**src/rtl/instr_mem_loader_pkg.sv**
```systemverilog
// Shared opcode map, instruction field positions and loader state encoding.
// The control unit decodes from the same constants, so encoder and decoder stay aligned.
package instr_mem_loader_pkg;

    localparam logic [5:0] OP_ADD  = 6'b000000;
    localparam logic [5:0] OP_ADDI = 6'b000001;
    localparam logic [5:0] OP_SUB  = 6'b000010;
    localparam logic [5:0] OP_ORI  = 6'b010000;
    localparam logic [5:0] OP_AND  = 6'b010001;
    localparam logic [5:0] OP_OR   = 6'b010010;
    localparam logic [5:0] OP_SLL  = 6'b011000;
    localparam logic [5:0] OP_SLTI = 6'b011011;
    localparam logic [5:0] OP_SW   = 6'b100110;
    localparam logic [5:0] OP_LW   = 6'b100111;
    localparam logic [5:0] OP_BEQ  = 6'b110000;
    localparam logic [5:0] OP_BNE  = 6'b110001;
    localparam logic [5:0] OP_J    = 6'b111000;
    localparam logic [5:0] OP_HALT = 6'b111111;

    localparam int OP_LSB  = 26;
    localparam int RS_LSB  = 21;
    localparam int RT_LSB  = 16;
    localparam int RD_LSB  = 11;
    localparam int SA_LSB  = 6;
    localparam int IMM_LSB = 0;
    localparam int TGT_LSB = 0;

    typedef enum logic [1:0] {
        LD_IDLE  = 2'd0,
        LD_WRITE = 2'd1,
        LD_DONE  = 2'd2
    } ld_state_e;

    // Big-endian byte pick: index 0 is the most significant byte.
    function automatic logic [7:0] word_byte(input logic [31:0] w, input logic [1:0] idx);
        logic [7:0] b;
        case (idx)
            2'd0:    b = w[31:24];
            2'd1:    b = w[23:16];
            2'd2:    b = w[15:8];
            default: b = w[7:0];
        endcase
        return b;
    endfunction

endpackage

```
**src/rtl/instr_mem_loader_if.sv**
```systemverilog
// Field input handshake, byte-wide memory write port and session status of the loader.
interface instr_mem_loader_if #(
    parameter int ADDR_W = 7
);
    logic              clear;
    logic              in_valid;
    logic              in_ready;
    logic [5:0]        in_op;
    logic [4:0]        in_rs;
    logic [4:0]        in_rt;
    logic [4:0]        in_rd;
    logic [4:0]        in_sa;
    logic [15:0]       in_imm;
    logic [25:0]       in_target;
    logic              mem_we;
    logic [ADDR_W-1:0] mem_addr;
    logic [7:0]        mem_wdata;
    logic [ADDR_W-2:0] word_count;
    logic              load_done;
    logic              err_illegal;
    logic              err_full;

    modport master (
        output clear, in_valid, in_op, in_rs, in_rt, in_rd, in_sa, in_imm, in_target,
        input  in_ready, mem_we, mem_addr, mem_wdata, word_count, load_done,
               err_illegal, err_full
    );

    modport slave (
        input  clear, in_valid, in_op, in_rs, in_rt, in_rd, in_sa, in_imm, in_target,
        output in_ready, mem_we, mem_addr, mem_wdata, word_count, load_done,
               err_illegal, err_full
    );
endinterface

```
**src/rtl/instr_mem_loader_encoder.sv**
```systemverilog
// Purely combinational packing of instruction fields into a 32-bit word.
// Fields a class does not use are dropped so stray values never leak into the word.
module instr_word_encoder
    import instr_mem_loader_pkg::*;
(
    input  logic [5:0]  i_op,
    input  logic [4:0]  i_rs,
    input  logic [4:0]  i_rt,
    input  logic [4:0]  i_rd,
    input  logic [4:0]  i_sa,
    input  logic [15:0] i_imm,
    input  logic [25:0] i_target,
    output logic [31:0] o_word,
    output logic        o_legal,
    output logic        o_halt
);

    logic [31:0] w_op;
    logic [31:0] w_rs;
    logic [31:0] w_rt;
    logic [31:0] w_rd;
    logic [31:0] w_sa;
    logic [31:0] w_imm;
    logic [31:0] w_tgt;

    assign w_op  = 32'(i_op)     << OP_LSB;
    assign w_rs  = 32'(i_rs)     << RS_LSB;
    assign w_rt  = 32'(i_rt)     << RT_LSB;
    assign w_rd  = 32'(i_rd)     << RD_LSB;
    assign w_sa  = 32'(i_sa)     << SA_LSB;
    assign w_imm = 32'(i_imm)    << IMM_LSB;
    assign w_tgt = 32'(i_target) << TGT_LSB;

    always_comb begin
        o_word  = '0;
        o_legal = 1'b1;
        o_halt  = 1'b0;
        case (i_op)
            OP_ADD, OP_SUB, OP_AND, OP_OR:
                o_word = w_op | w_rs | w_rt | w_rd;
            OP_SLL:
                o_word = w_op | w_rt | w_rd | w_sa;
            OP_ADDI, OP_ORI, OP_SLTI, OP_SW, OP_LW, OP_BEQ, OP_BNE:
                o_word = w_op | w_rs | w_rt | w_imm;
            OP_J:
                o_word = w_op | w_tgt;
            OP_HALT: begin
                o_word = w_op;
                o_halt = 1'b1;
            end
            default: begin
                o_word  = '0;
                o_legal = 1'b0;
            end
        endcase
    end

endmodule

```
**src/rtl/instr_mem_loader.sv**
```systemverilog
// Fills byte-wide instruction memory: accepts fields, encodes a word and writes it
// big-endian over four consecutive cycles, stopping at halt or when memory is full.
module instr_mem_loader
    import instr_mem_loader_pkg::*;
#(
    parameter int MEM_BYTES = 128,
    parameter int ADDR_W    = 7
) (
    input  logic clk,
    input  logic rst_n,
    instr_mem_loader_if.slave bus
);

    localparam int WC_W = ADDR_W - 1;
    localparam logic [1:0] ST_IDLE  = LD_IDLE;
    localparam logic [1:0] ST_WRITE = LD_WRITE;
    localparam logic [1:0] ST_DONE  = LD_DONE;
    localparam logic [ADDR_W:0] FULL_ADDR = (ADDR_W + 1)'(MEM_BYTES);

    logic [1:0]        r_state;
    logic [ADDR_W-1:0] r_addr;
    logic [1:0]        r_byte_idx;
    logic [31:0]       r_word;
    logic              r_is_halt;
    logic [WC_W-1:0]   r_word_count;
    logic              r_load_done;
    logic              r_err_illegal;
    logic              r_err_full;
    logic              r_mem_we;
    logic [ADDR_W-1:0] r_mem_addr;
    logic [7:0]        r_mem_wdata;

    logic [31:0]       w_word;
    logic              w_legal;
    logic              w_halt;
    logic [1:0]        w_next_idx;
    logic [ADDR_W:0]   w_addr_plus4;

    instr_word_encoder u_enc (
        .i_op     (bus.in_op),
        .i_rs     (bus.in_rs),
        .i_rt     (bus.in_rt),
        .i_rd     (bus.in_rd),
        .i_sa     (bus.in_sa),
        .i_imm    (bus.in_imm),
        .i_target (bus.in_target),
        .o_word   (w_word),
        .o_legal  (w_legal),
        .o_halt   (w_halt)
    );

    assign w_next_idx = r_byte_idx + 2'd1;
    // One extra bit so the last slot's end address does not wrap before the full test.
    assign w_addr_plus4 = {1'b0, r_addr} + (ADDR_W + 1)'(4);

    always_ff @(posedge clk or negedge rst_n) begin
        if (!rst_n) begin
            r_state       <= ST_IDLE;
            r_addr        <= '0;
            r_byte_idx    <= '0;
            r_word        <= '0;
            r_is_halt     <= 1'b0;
            r_word_count  <= '0;
            r_load_done   <= 1'b0;
            r_err_illegal <= 1'b0;
            r_err_full    <= 1'b0;
            r_mem_we      <= 1'b0;
            r_mem_addr    <= '0;
            r_mem_wdata   <= '0;
        end else if (bus.clear) begin
            r_state       <= ST_IDLE;
            r_addr        <= '0;
            r_byte_idx    <= '0;
            r_word_count  <= '0;
            r_load_done   <= 1'b0;
            r_err_illegal <= 1'b0;
            r_err_full    <= 1'b0;
            r_mem_we      <= 1'b0;
        end else begin
            case (r_state)
                ST_IDLE: begin
                    if (bus.in_valid) begin
                        if (w_legal) begin
                            r_word      <= w_word;
                            r_is_halt   <= w_halt;
                            r_byte_idx  <= 2'd0;
                            r_mem_we    <= 1'b1;
                            r_mem_addr  <= r_addr;
                            r_mem_wdata <= word_byte(w_word, 2'd0);
                            r_state     <= ST_WRITE;
                        end else begin
                            r_err_illegal <= 1'b1;
                        end
                    end
                end
                ST_WRITE: begin
                    if (r_byte_idx == 2'd3) begin
                        r_mem_we     <= 1'b0;
                        r_addr       <= w_addr_plus4[ADDR_W-1:0];
                        r_word_count <= r_word_count + WC_W'(1);
                        // Halt takes precedence, so halt in the final slot is not an overflow.
                        if (r_is_halt) begin
                            r_state     <= ST_DONE;
                            r_load_done <= 1'b1;
                        end else if (w_addr_plus4 == FULL_ADDR) begin
                            r_state     <= ST_DONE;
                            r_load_done <= 1'b1;
                            r_err_full  <= 1'b1;
                        end else begin
                            r_state <= ST_IDLE;
                        end
                    end else begin
                        r_byte_idx  <= w_next_idx;
                        r_mem_addr  <= r_addr + ADDR_W'(w_next_idx);
                        r_mem_wdata <= word_byte(r_word, w_next_idx);
                    end
                end
                ST_DONE: begin
                    r_state <= ST_DONE;
                end
                default: begin
                    r_state  <= ST_IDLE;
                    r_mem_we <= 1'b0;
                end
            endcase
        end
    end

    assign bus.in_ready    = (r_state == ST_IDLE);
    assign bus.mem_we      = r_mem_we;
    assign bus.mem_addr    = r_mem_addr;
    assign bus.mem_wdata   = r_mem_wdata;
    assign bus.word_count  = r_word_count;
    assign bus.load_done   = r_load_done;
    assign bus.err_illegal = r_err_illegal;
    assign bus.err_full    = r_err_full;

endmodule

```
**src/flat_wrapper.sv**
```systemverilog
// flat-port wrapper written by rule: the top's interface ports become plain ports
module instr_mem_loader_flat import instr_mem_loader_pkg::*;
#(
    parameter int MEM_BYTES = 128,
    parameter int ADDR_W    = 7
)
  (clk, rst_n, bus_clear, bus_in_valid, bus_in_op, bus_in_rs, bus_in_rt, bus_in_rd, bus_in_sa, bus_in_imm, bus_in_target, bus_in_ready, bus_mem_we, bus_mem_addr, bus_mem_wdata, bus_word_count, bus_load_done, bus_err_illegal, bus_err_full);
  instr_mem_loader_if #(.ADDR_W(ADDR_W)) bus_i ();
  input  logic clk;
  input  logic rst_n;
  input wire logic [$bits(bus_i.clear)-1:0] bus_clear;
  input wire logic [$bits(bus_i.in_valid)-1:0] bus_in_valid;
  input wire logic [$bits(bus_i.in_op)-1:0] bus_in_op;
  input wire logic [$bits(bus_i.in_rs)-1:0] bus_in_rs;
  input wire logic [$bits(bus_i.in_rt)-1:0] bus_in_rt;
  input wire logic [$bits(bus_i.in_rd)-1:0] bus_in_rd;
  input wire logic [$bits(bus_i.in_sa)-1:0] bus_in_sa;
  input wire logic [$bits(bus_i.in_imm)-1:0] bus_in_imm;
  input wire logic [$bits(bus_i.in_target)-1:0] bus_in_target;
  output wire logic [$bits(bus_i.in_ready)-1:0] bus_in_ready;
  output wire logic [$bits(bus_i.mem_we)-1:0] bus_mem_we;
  output wire logic [$bits(bus_i.mem_addr)-1:0] bus_mem_addr;
  output wire logic [$bits(bus_i.mem_wdata)-1:0] bus_mem_wdata;
  output wire logic [$bits(bus_i.word_count)-1:0] bus_word_count;
  output wire logic [$bits(bus_i.load_done)-1:0] bus_load_done;
  output wire logic [$bits(bus_i.err_illegal)-1:0] bus_err_illegal;
  output wire logic [$bits(bus_i.err_full)-1:0] bus_err_full;
  assign bus_i.clear = bus_clear;
  assign bus_i.in_valid = bus_in_valid;
  assign bus_i.in_op = bus_in_op;
  assign bus_i.in_rs = bus_in_rs;
  assign bus_i.in_rt = bus_in_rt;
  assign bus_i.in_rd = bus_in_rd;
  assign bus_i.in_sa = bus_in_sa;
  assign bus_i.in_imm = bus_in_imm;
  assign bus_i.in_target = bus_in_target;
  assign bus_in_ready = bus_i.in_ready;
  assign bus_mem_we = bus_i.mem_we;
  assign bus_mem_addr = bus_i.mem_addr;
  assign bus_mem_wdata = bus_i.mem_wdata;
  assign bus_word_count = bus_i.word_count;
  assign bus_load_done = bus_i.load_done;
  assign bus_err_illegal = bus_i.err_illegal;
  assign bus_err_full = bus_i.err_full;
  instr_mem_loader #(.MEM_BYTES(MEM_BYTES), .ADDR_W(ADDR_W)) u_core (.clk(clk), .rst_n(rst_n), .bus(bus_i));
endmodule
```
**config.mk**
```make
export PLATFORM = sky130hd
export DESIGN_NAME = instr_mem_loader_flat
export DESIGN_NICKNAME = d
export VERILOG_FILES = /design/src/rtl/instr_mem_loader_pkg.sv /design/src/rtl/instr_mem_loader_if.sv /design/src/rtl/instr_mem_loader_encoder.sv /design/src/rtl/instr_mem_loader.sv /design/src/flat_wrapper.sv
export SDC_FILE = /design/constraint.sdc
export NUM_CORES = 1
export LEC_CHECK = 0
export CAP_MARGIN = 20
export CORE_ASPECT_RATIO = 0.5
export CORE_MARGIN = 2
export CORE_UTILIZATION = 45
export DETAILED_ROUTE_END_ITERATION = 10
export GPL_TIMING_DRIVEN = 0
export PLACE_DENSITY = 0.85
export SETUP_SLACK_MARGIN = 0.3
export SLEW_MARGIN = 20
export SYNTH_ARGS = -nofsm -noshare
export SYNTH_HDL_FRONTEND = slang
export SYNTH_HIERARCHICAL = 1
export SYNTH_SLANG_ARGS = --single-unit
```
**constraint.sdc**
```tcl
create_clock -name clk -period 2.4 [get_ports clk]
set_clock_uncertainty 0.2 [all_clocks]
set_input_delay 0.36 -clock clk [delete_from_list [all_inputs] [get_ports clk]]
set_output_delay 0.36 -clock clk [all_outputs]
set_load 0.01 [all_outputs]
```
==> results.txt <==
Status - finished, final reports clean
Final Power - 3400 µW
Post-synthesis cell area - 3840 µm²
Die H - 69.3 µm
Die W - 135 µm
Share of layout cells above drive strength 1 - 24.0%
Req. time, crit path - 2420 ps
TritonCTS clock tree - done
Worst VDD drop - 0.371 mV
DR WL/cell - 18.6 µm
P&R area growth vs syn - 52.3%
Worst path arrival time - 2220 ps
Top post-synthesis cells by area - dfrtp_1, mux2_2, a21oi_1
Clk_lat worst skew - 340 ps
WHS - 304 ps
Clock slew at reported path FFs - 50 ps
Synth Warn # - 6
Min cycle time layout - 2200 ps
Post-route insts no fill - 650
Clock root buffer - clkbuf_16
Post-DRT Antenna Nets - 0
CTS Buffer Depth - 2
Commonest non-fill, non-tap cell in the layout - clkdlybuf4s50_1
I/O Buffers - 97
Leak - 0.00256 µW
Core footprint - 8140 µm²
Post-route setup TNS - 0 ps
Placed cell count - 602
Yosys top cell area share - 43.7%
All-Layer GR Usage - 25.4%
EDFF count, synth - 0
Initial DRC count - 302
GPL Wtd Cong - 0.815
Htree depth - 3
CTS Buf Count - 9
Max Slew Vio Count - 0
Kind of critical path - in2reg
DR DRC count - 0
TritonRoute pass-1 iters - 5
First-pass GRT wire length - 18.5 mm
CP Launch Type - input port
Max_cap viols - 0
Final nets - 614
Synth Area per Inst - 9.79 µm²
Crit share post-route - 91.6%
Largest net degree at the start of global routing - 41
Seq/Total Area, Yosys - 43.7%
Logic pwr share - 24.9%
Boundary Pins - 98
Post-DR vias/cell - 5.72
Switch Pwr - 933 µW
Tightest Hold Check Type - in2async
Peak fanout along the critical path - 9
Synth area leader - dfrtp_1
Peak Freq - 455 MHz
Synth Register Bits - 67
Sink Count - 67
Internal Power - 2460 µW
Die footprint - 9320 µm²
Power Dens Cells - 582 nW/µm²
Ys flop type - dfrtp_1
RSZ-0062 raised after global routing - yes
Total global routing overflow - 0
Fill count - 576
DP HPWL - 7.47 mm
Vias in the first global route - 3724
Share of power burned in registers - 40.9%
Post-synth cell types - 53
Post-Syn Instances - 392
Ant. Diodes - 0
Most frequent cells in the layout - clkdlybuf4s50_1, dfrtp_1, nor2_1
Num rows - 23
Syn nets - 473
Clk pwr share - 34.3%
Final Hold Viols - 0
Worst setup EP type - flip-flop
Async set-reset flop share out of synthesis - 100%
Slew Limit Headroom - 55.0%
Routed WL - 12.1 mm
Initial antenna violation count - 0
Measured slew at the worst slew-check pin - 670 ps
Initial core utilization - 47.1%
Total number of vias - 3720
Sw Share - 27.5%
Final setup viols - 0
-- metal layers --
| layer | vias up | wire length [µm] | global-route usage, % | part of all wire (%) |
|---|---|---|---|---|
| li1 | 1677 | - | - | - |
| met1 | 1830 | 5080 | 31.7 | 42 |
| met2 | 180 | 5830 | 42.1 | 48 |
| met3 | 33 | 860 | 7.75 | 7.1 |
| met4 | 0 | 320 | 9.01 | 2.6 |
| met5 | - | 0 | 0 | 0 |
-- metrics by stage --
stage	setup slack (ps)	utilization [%]	instance area (µm²)
after detailed placement	-831	62.4	5080
after floorplan	205	-	3950
final	203	71.7	5840
after global placement	-1360	62.1	5060
after global routing	137	71.7	5840
after CTS	214	69.8	5690
-- area by class of cell --
class	count	area, µm²	share of cell area, %
inverter	24	90.1	1.54
tap	112	140	2.40
clock inverter	3	15.0	0.257
multi-input combinational	274	2100	35.9
sequential	67	1680	28.7
clock buffer	13	240	4.11
timing repair buffer	130	1330	22.8
buffer	27	250	4.28
-- synthesized netlist by cell type, drive strengths merged (2+ instances only) --
cell type  instances
a211oi             2
a21o               4
a21oi             39
a221o              5
a221oi             8
a22o              11
a22oi             13
and2               5
buf               20
clkbuf             7
dfrtp             67
ha                 9
inv               24
mux2              29
nand2             29
nand2b             5
nand3              6
nand3b             3
nand4              3
nor2              38
nor2b              3
nor3               5
o21ai             19
o311ai             5
xnor2              4
xor2              10
-- registers in the layout, indices dropped and copies added, names as in the netlist, 2 cells and up --
register               flops
u_core/bus.mem_addr        7
u_core/bus.mem_wdata       8
u_core/r_addr              5
u_core/r_word             32
u_core/r_byte_idx          2
u_core/r_state             2
u_core/bus.word_count      6
-- critical path, cell delays in order --
cell and delay [ps]:
buf_8 100, buf_8 120, xor2_2 170, nor3_2 160, o21ai_2 110, o21ai_2 80
buf_6 150, buf_6 110, nand3b_4 90, a211oi_4 260, buf_12 180, mux2_2 330
-- cells by family after synthesis --
kind of cell / Yosys count / share of synthesized area, %
xor gates and xnor gates: 14 / 3.20
muxes: 30 / 8.77
and+or+nand+nor: 107 / 14.3
other: 1 / 0.0978
DFF: 67 / 43.7
AOI/OAI and AO/OA: 113 / 20.9
adders and majority gates: 9 / 2.94
buffers and inverters: 51 / 6.16
-- power by group through the flow --
stage	Clock, µW	Sequential [µW]	Combinational [µW]
final	1160	1390	845
after global routing	1240	1400	902
after CTS	1180	1380	789
after detailed placement	0	1390	722
after global placement	0	1380	700
after floorplan	0	1400	324
-- final timing paths --
path	startpoint	end	slack [ps]	depth (start not counted)
worst max-delay path	bus_in_op[5]	u_core/bus.mem_addr[5]	200	12
worst min-delay path	rst_n	u_core/r_word[17]	300	2
worst max register to register	u_core/r_byte_idx[0]	u_core/bus.mem_addr[5]	280	5
worst min register to register	u_core/bus.mem_addr[3]	u_core/bus.mem_addr[3]	310	1
max in group asynchronous	rst_n	u_core/r_word[29]	1150	3
min in group clk	u_core/bus.mem_addr[3]	u_core/bus.mem_addr[3]	310	1
-- what timing repair did --
item	in CTS	in global routing
hold buffers	1	0
hold endpoints to repair	27	0
setup buffers	20	8
cloned	2	1
setup endpoints to repair	53	51
pin swaps	7	7
gates resized for setup	54	29
Note: power is estimated with default switching activity, not from simulation.
